## src/rtl/adc_sample_capture_pkg.sv

```systemverilog
// Shared types for the ADC sample capture path.
// Capture FSM states and FIFO sizing helper.
package adc_cap_pkg;

  typedef enum logic [1:0] {
    IDLE    = 2'd0,
    ARM     = 2'd1,
    CAPTURE = 2'd2
  } cap_state_t;

  function automatic int lvl_w(input int depth);
    return $clog2(depth) + 1;
  endfunction

endpackage

```

## src/rtl/sync_fifo_fwft.sv

```systemverilog
// First-word-fall-through FIFO with occupancy count.
// Push into a full FIFO is accepted only when a pop frees the slot.
module sync_fifo_fwft
  import adc_cap_pkg::*;
#(
  parameter int  DATA_W = 8,
  parameter int  DEPTH  = 16,
  localparam int LW     = lvl_w(DEPTH),
  localparam int AW     = $clog2(DEPTH)
) (
  input  logic              clk,
  input  logic              rst_n,
  input  logic              push,
  input  logic [DATA_W-1:0] wdata,
  input  logic              pop,
  output logic [DATA_W-1:0] rdata,
  output logic              empty,
  output logic              full,
  output logic [LW-1:0]     level
);

  logic [DATA_W-1:0] mem [DEPTH];
  logic [AW-1:0]     wr_ptr;
  logic [AW-1:0]     rd_ptr;
  logic              do_push;
  logic              do_pop;

  assign empty   = (level == '0);
  assign full    = (level == LW'(DEPTH));
  assign do_pop  = pop && !empty;
  assign do_push = push && (!full || do_pop);
  // Head word masked so an empty FIFO presents zero.
  assign rdata   = empty ? '0 : mem[rd_ptr];

  always_ff @(posedge clk) begin
    if (do_push) mem[wr_ptr] <= wdata;
  end

  always_ff @(posedge clk or negedge rst_n) begin
    if (!rst_n) begin
      wr_ptr <= '0;
      rd_ptr <= '0;
      level  <= '0;
    end else begin
      if (do_push) wr_ptr <= wr_ptr + AW'(1);
      if (do_pop)  rd_ptr <= rd_ptr + AW'(1);
      if (do_push && !do_pop)
        level <= level + LW'(1);
      else if (do_pop && !do_push)
        level <= level - LW'(1);
    end
  end

endmodule

```

## src/rtl/adc_sample_capture.sv

```systemverilog
// Captures a programmed number of ADC samples on ADC_CLK
// falling edges into a FWFT FIFO drained over valid/ready.
module adc_sample_capture
  import adc_cap_pkg::*;
#(
  parameter int  DATA_W = 8,
  parameter int  DEPTH  = 16,
  parameter int  CNT_W  = 16,
  localparam int LW     = lvl_w(DEPTH)
) (
  input  logic              clk,
  input  logic              rst_n,
  input  logic              ADC_CLK,
  input  logic [DATA_W-1:0] adc_data,
  input  logic              start,
  input  logic [CNT_W-1:0]  sample_num,
  output logic [DATA_W-1:0] rd_data,
  output logic              rd_valid,
  input  logic              rd_ready,
  output logic              busy,
  output logic              done,
  output logic              overflow,
  output logic [LW-1:0]     level
);

  cap_state_t       state;
  cap_state_t       nxt;
  logic             clk_d;
  logic             rise;
  logic             strobe;
  logic [CNT_W-1:0] num_q;
  logic [CNT_W-1:0] cnt_q;
  logic             accept;
  logic             cap;
  logic             last;
  logic             pop;
  logic             empty;
  logic             full;
  logic             drop;

  assign rise     = !clk_d && ADC_CLK;
  assign strobe   = clk_d && !ADC_CLK;
  assign rd_valid = !empty;
  assign pop      = rd_valid && rd_ready;
  assign accept   = start && (sample_num != '0);
  assign last     = (cnt_q == num_q - CNT_W'(1));
  assign drop     = cap && full && !pop;

  always_ff @(posedge clk or negedge rst_n) begin
    if (!rst_n) begin
      state <= IDLE;
      clk_d <= 1'b0;
    end else begin
      state <= nxt;
      clk_d <= ADC_CLK;
    end
  end

  always_comb begin
    nxt = state;
    unique case (state)
      IDLE:    if (accept)         nxt = ARM;
      ARM:     if (rise)           nxt = CAPTURE;
      CAPTURE: if (strobe && last) nxt = IDLE;
      default:                     nxt = IDLE;
    endcase
  end

  always_comb begin
    busy = (state != IDLE);
    cap  = (state == CAPTURE) && strobe;
  end

  // Dropped samples still advance the count.
  always_ff @(posedge clk or negedge rst_n) begin
    if (!rst_n) begin
      num_q    <= '0;
      cnt_q    <= '0;
      overflow <= 1'b0;
      done     <= 1'b0;
    end else begin
      done <= cap && last;
      if (state == IDLE && accept) begin
        num_q    <= sample_num;
        cnt_q    <= '0;
        overflow <= 1'b0;
      end else begin
        if (cap)  cnt_q    <= cnt_q + CNT_W'(1);
        if (drop) overflow <= 1'b1;
      end
    end
  end

  sync_fifo_fwft #(
    .DATA_W (DATA_W),
    .DEPTH  (DEPTH)
  ) u_fifo (
    .clk   (clk),
    .rst_n (rst_n),
    .push  (cap),
    .wdata (adc_data),
    .pop   (pop),
    .rdata (rd_data),
    .empty (empty),
    .full  (full),
    .level (level)
  );

endmodule

```

## config.mk

```make
export PLATFORM = sky130hd
export DESIGN_NAME = adc_sample_capture
export DESIGN_NICKNAME = d
export VERILOG_FILES = /design/src/rtl/adc_sample_capture_pkg.sv /design/src/rtl/sync_fifo_fwft.sv /design/src/rtl/adc_sample_capture.sv
export SDC_FILE = /design/constraint.sdc
export NUM_CORES = 1
export LEC_CHECK = 0
export ABC_AREA = 1
export CAP_MARGIN = 0
export CORE_MARGIN = 2
export CORE_UTILIZATION = 65
export CTS_BUF_LIST = sky130_fd_sc_hd__clkbuf_4
export DETAILED_ROUTE_END_ITERATION = 10
export DONT_BUFFER_PORTS = 1
export PLACE_DENSITY_LB_ADDON = 0.1
export SYNTH_ARGS = -nofsm -noshare
export SYNTH_HDL_FRONTEND = slang
export SYNTH_SLANG_ARGS = --single-unit
```

## constraint.sdc

```tcl
create_clock -name clk -period 7.2 [get_ports clk]
set_input_delay 1.44 -clock clk [delete_from_list [all_inputs] [get_ports clk]]
set_output_delay 1.44 -clock clk [all_outputs]
set_load 0.02 [all_outputs]
```

* Yosys cells after proc, flatten, opt, wreduce, memory -nomap -nowiden *
Memories as Yosys holds them, arrays and structs flattened.
Index checks and enable logic that the tools add are counted.

word-level totals
  RAM bits = 128
  register bits after elaboration = 50
  word-level logic and storage cells = 66
  memories = 1

memories
  name        words  bits a word  rd ports  clocked after Yosys merged registers in  write ports  line                  source
  u_fifo.mem  16     8            1         0                                        1            sync_fifo_fwft.sv:22  logic [DATA_W-1:0] mem [DEPTH];

operators by class
  $add $sub $neg = 6
  reductions and logical operators = 30
  muxes and demuxes = 13
  equal/unequal tests = 7

operators with widths
  cell                                                                  count
  16-bit two-way mux                                                    2
  16-bit by 1-bit adder with 16-bit output, second input constant       1
  16-bit == test                                                        1
  16-bit nonzero test                                                   1
  16-bit by 1-bit subtractor with 16-bit output, second input constant  1
  1-bit logical AND                                                     14
  5-bit two-way mux                                                     2
  4-bit by 1-bit adder with 4-bit output, second input constant         2
  8-bit two-way mux                                                     1
  2-bit nonzero test                                                    4
  1-bit zero test                                                       7
  2-bit two-way mux                                                     3
  2-bit != test, second input constant                                  3
  2-bit one-hot mux with 3 select lines                                 1
  5-bit by 1-bit adder with 5-bit output, second input constant         1
  5-bit == test, second input constant                                  1
  5-bit zero test                                                       1
  5-bit by 1-bit subtractor with 5-bit output, second input constant    1
  1-bit two-way mux                                                     4
  3-bit AND reduction                                                   1
  2-bit by 1-bit == test with 1-bit output, second input constant       1
  2-bit == test, second input constant                                  1
  2-bit zero test                                                       1
  1-bit logical OR                                                      1

* Depth between registers and ports, before layout *
  word-level depth = 10
  depth in mapped cells = 15
  depth with buffers taken out = 15

* Hierarchy *
From an unflattened synthesis, not the netlist that was laid out.

second synthesis, totals
  cell total of the unflattened synthesis = 852
  area total of the unflattened synthesis = 8295.5 µm²

by module, submodules not included
  module              seq. area each (µm²)  times used  cells each  area each (µm²)
  sync_fifo_fwft      4169.0                1           530         6012.0
  adc_sample_capture  925.9                 1           322         2283.4

* Least setup slack after synthesis *
Ideal clock, no wire load.

  path type = input -> register
  from = input ADC_CLK
  to = register u_fifo.level[4]
  library setup time = 0.133 ns
  arrival = 3.200 ns
  buffers on the path = 0
  path slack = 3.866 ns
  stages = 15
  data required time = 7.067 ns
  cells stage by stage = inv_2 -> nand2_2 -> nor2_4 -> inv_2 -> nor2_4 -> ha_1 -> inv_1 -> ha_1 -> a21oi_1 -> nor2_1 -> nor2_1 -> nand2_1 -> nand2_1 -> nor2_1 -> xor2_1

on the way
  cells in the longest elaborated chain, start to end = 7
  elaborated cells on any way between the ends = 9
  those cells by class = mux: 1; reduce/logical: 8

RTL lines
  element                              line                      source
  start: declaration                   adc_sample_capture.sv:13  input logic ADC_CLK,
  1-bit zero test (*)                  adc_sample_capture.sv:42  assign strobe = clk_d && !ADC_CLK;
  1-bit logical AND (*)                adc_sample_capture.sv:42
  1-bit logical AND (*)                adc_sample_capture.sv:71  cap = (state == CAPTURE) && strobe;
  1-bit logical AND (*)                sync_fifo_fwft.sv:31      assign do_push = push && (!full || do_pop);
  via u_fifo.do_push                   sync_fifo_fwft.sv:25      logic do_push;
  1-bit zero test                      sync_fifo_fwft.sv:49      else if (do_pop && !do_push)
  1-bit logical AND                    sync_fifo_fwft.sv:49
  2-bit nonzero test (no source line)  n/a
  end signal: assignment               sync_fifo_fwft.sv:48      level <= level + LW'(1);
  end signal: assignment               sync_fifo_fwft.sv:50      level <= level - LW'(1);
  end: declaration                     sync_fifo_fwft.sv:19      output logic [LW-1:0] level

The timed path passes the listed nets; every way through them passes the cells marked *.
A chain may end at the register's enable or synchronous reset.

* Final worst setup path *
  from = register u_fifo.rd_ptr[0]
  to = output rd_data[7]

on the way
  cells in the longest elaborated chain, start to end = 2

RTL lines
  element                   line                      source
  start: declaration        sync_fifo_fwft.sv:24      logic [AW-1:0] rd_ptr;
  start signal: assignment  sync_fifo_fwft.sv:46      if (do_pop) rd_ptr <= rd_ptr + AW'(1);
  memory 16 x 8 bit         n/a
  8-bit two-way mux         sync_fifo_fwft.sv:33      assign rdata = empty ? '0 : mem[rd_ptr];
  end: declaration          adc_sample_capture.sv:17  output logic [DATA_W-1:0] rd_data,

No other way between the ends.

==> results.json <==
{
  "run_status": "complete, no violations",
  "gp_congestion": 0.890,
  "cts_sinks": 178,
  "finalCritPeriodShare_pct": 66.3,
  "ctsLongestPathBuffers": 2,
  "post_synth.cell_area_avg_sq_um": 10.3,
  "timing.slew.headroom_pct": 30.2,
  "hold_viol_final": 0,
  "place.port_buffers": 0,
  "worst_setup_path_startpoint": "u_fifo.rd_ptr[0]",
  "tritoncts": "built",
  "vias_per_cell": 6.05,
  "synth_to_layout_area_growth_pct": 4.90,
  "initial_utilization_pct": 66.2,
  "remaining_drc_errors": 0,
  "grt_util_all_layers_pct": 29.1,
  "cellPowerDensity_mw_per_mm2": 331,
  "final_area_sq_mm": 0.00869,
  "std_cell_rows": 41,
  "timing.final.crit_period_ns": 4.78,
  "die_area_sq_mm": 0.0137,
  "total_grt_overflow": 0,
  "routedWlPerCell_microns": 19.2,
  "pre_cts_slack_ns": 3.15,
  "holdBufCountCts": 0,
  "route.vias.total": 5926,
  "post_synth_num_cell_types": 38,
  "worstPathBufferInverterCount": 2,
  "worstSkewPairLatency_ns": 0.57,
  "synth_seq_cells": 178,
  "cp_top_family": "buffers and inverters",
  "drv_cap": 0,
  "syn-num-nets": 843,
  "final-max-slew-violation-count": 0,
  "worst_path_max_delay_cell": "sky130_fd_sc_hd__inv_2",
  "top_level_ports": 46,
  "syn_inst": 802,
  "power.static_leakage_nw": 3.33,
  "place_hpwl_mm": 12.5,
  "clock_transition_at_the_registers_of_the_reported_paths_ns": 0.14,
  "cts_inserted_buffers": 17,
  "grt_antenna_before_repair": 0,
  "fmax_ghz": 0.209,
  "cts_post_setup_buffers_inserted": 0,
  "cts_resized": 0,
  "grt_pass1_wl_mm": 29.3,
  "fin_nets": 836,
  "timing.critical_path.arrival_ns": 3.34,
  "rsz0062_at_grt": "no",
  "detailedRoute.firstPassIterationCount": 5,
  "pin_count_of_the_biggest_net_entering_global_routing": 68,
  "max_slew.worst_pin.slew_ns": 1.05,
  "worst-path-max-fanout": 67,
  "min-delay-path-class": "input pin to asynchronous set/reset pin",
  "number_of_setup_violations_in_the_final_report": 0,
  "dpl-instance-area_sq_mm": 0.00839,
  "floorplan_core_area_sq_mm": 0.0125,
  "cts.htree.levels": 4,
  "syn-cell-area_sq_mm": 0.00828,
  "drt-initial-drc-count": 627,
  "vdd.ir_drop.worst_mv": 0.178,
  "final_layout_setup_total_negative_slack_ns": 0,
  "timing.critical_path.from_type": "register",
  "ys_warn_count": 0,
  "crit_path_cell_chain": "buf_4, inv_2, o21ai_0, o221ai_1, nand3_1, a21oi_1",
  "route.final.wire_length_mm": 18.8,
  "die_height_microns": 117,
  "layoutNonFillerInstCount": 979,
  "post_route_antenna_net_violation_count": 0,
  "number_of_global_route_vias_before_repair": 5744,
  "end_kind": "output pin",
  "final_layout_size_suffix_gt1_share_pct": 9.79,
  "critPathMaxStageDelay_ns": 0.86,
  "worst_r2r_startpoint": "u_fifo.level[1]",
  "fp.dieW_microns": 117,
  "fin_skew_ns": 0.0149,
  "place_inst": 948,
  "worst_ep_required_time_ns": 5.76,
  "antenna-diode-count": 0,
  "setup.worst_path.class": "register to output pin",
  "cts_root_buf": "sky130_fd_sc_hd__clkbuf_4",
  "synth.yosys.seq_area_share_pct": 61.5,
  "post-route-worst-setup-slack_ns": 2.42
}
[layout make-up]
class / instances / area (sq um)
Sequential cell: 178 / 5100
Fill cell: 983 / 3830
Multi-Input combinational cell: 525 / 2800
Inverter: 70 / 263
Tap cell: 172 / 215
Clock buffer: 21 / 158
Clock inverter: 10 / 135
Timing Repair Buffer: 3 / 22.5
[worst paths after layout]
check | end | slack [ns] | cells after the start
max | rd_data[7] | 2.42 | 6
min | done | 0.55 | 0
max reg2reg | u_fifo.level[4] | 4.09 | 15
min reg2reg | num_q[15] | 0.55 | 2
max in group asynchronous | u_fifo.rd_ptr[0] | 6.51 | 0
min in group clk | num_q[15] | 0.55 | 2
[layer usage]
layer  track usage, %  routed length (microns)  part of all wire, %
met5                0                        0                    0
met2             50.5                     9850                   52
met1             35.3                     7130                   38
met3             6.90                     1410                  7.5
met4             11.6                      420                  2.2
[cells in the mapped netlist (all sizes together)]
cell type  instances  area share (%)
nor2             137             7.2
nand2            132             6.5
edfxtp           128              46
o21ai             94             5.7
inv               67             3.0
dfrtp             50              15
nand3             37             2.5
o221ai            30             3.2
a21oi             23             1.4
clkbuf            17            0.77
xor2              13             1.4
buf               12            0.76
nor3              12            0.97
ha                11             1.7
nand4              9            0.68
xnor2              8            0.85
nor4               6            0.45
nand3b             5            0.45
clkinv             3            0.14
a31oi              2            0.15
o22ai              2            0.15
a211oi             1           0.091
fa                 1            0.24
nor3b              1            0.15
o21bai             1           0.091
[report_power, final]
group          switching, mW  internal (mW)  leakage, nW
clock network          0.326          0.253        0.155
registers              0.136           1.20         1.73
logic                  0.680          0.277         1.44
[metrics by stage]
step / hold slack (ns) / util [%] / power (mW)
after floorplan: 0.468 / - / 2.05
after global placement: 0.498 / 67.1 / 2.24
after detailed placement: 0.511 / 67.1 / 2.29
after CTS: 0.502 / 69.4 / 2.87
after global routing: 0.488 / 69.4 / 3.04
final: 0.545 / 69.4 / 2.87
[state kept, by name (all words and copies together), names as in the netlist]
register       flops
state              2
done               1
cnt_q             16
u_fifo.level       5
u_fifo.rd_ptr      4
overflow           1
clk_d              1
u_fifo.mem       128
u_fifo.wr_ptr      4
num_q             16
[kinds of logic (layout without fill, tap and decap cells)]
logic type	Yosys count	after routing	synth area share, %
xor+xnor	21	21	2.22
fa+ha+maj	12	12	1.90
flops	178	178	61.5
buf+inv	99	104	4.70
compound gates	153	153	10.8
simple gates	339	339	18.9
[layout by cell type, fill, tap and decap left out, types with 7 or more instances in the layout]
| cell type | count |
|---|---|
| sky130_fd_sc_hd__inv_2 | 8 |
| sky130_fd_sc_hd__o21ai_1 | 10 |
| sky130_fd_sc_hd__nor2_1 | 123 |
| sky130_fd_sc_hd__o221ai_1 | 30 |
| sky130_fd_sc_hd__edfxtp_1 | 128 |
| sky130_fd_sc_hd__xor2_1 | 13 |
| sky130_fd_sc_hd__xnor2_1 | 8 |
| sky130_fd_sc_hd__inv_1 | 59 |
| sky130_fd_sc_hd__nor3_1 | 8 |
| sky130_fd_sc_hd__nand4_1 | 9 |
| sky130_fd_sc_hd__nand2_2 | 14 |
| sky130_fd_sc_hd__nand3_1 | 34 |
| sky130_fd_sc_hd__a21oi_1 | 23 |
| sky130_fd_sc_hd__nand2_1 | 117 |
| sky130_fd_sc_hd__clkbuf_4 | 21 |
| sky130_fd_sc_hd__ha_1 | 11 |
| sky130_fd_sc_hd__o21ai_0 | 83 |
| sky130_fd_sc_hd__nor2_2 | 7 |
| sky130_fd_sc_hd__dfrtp_1 | 49 |
[worst reg2reg max path, cell delays in order, from the launching register on]
cell,delay [ns]
sky130_fd_sc_hd__dfrtp_1,0.51
sky130_fd_sc_hd__inv_1,0.14
sky130_fd_sc_hd__nand4_1,0.17
sky130_fd_sc_hd__nor2_2,0.45
sky130_fd_sc_hd__inv_2,0.16
sky130_fd_sc_hd__nand2_1,0.20
sky130_fd_sc_hd__ha_1,0.27
sky130_fd_sc_hd__inv_1,0.12
sky130_fd_sc_hd__ha_1,0.34
sky130_fd_sc_hd__a21oi_1,0.16
sky130_fd_sc_hd__nor2_1,0.06
sky130_fd_sc_hd__nor2_1,0.12
sky130_fd_sc_hd__nand2_1,0.06
sky130_fd_sc_hd__nand2_1,0.06
sky130_fd_sc_hd__nor2_1,0.05
sky130_fd_sc_hd__xor2_1,0.13
(Power assumes the default switching activity.)
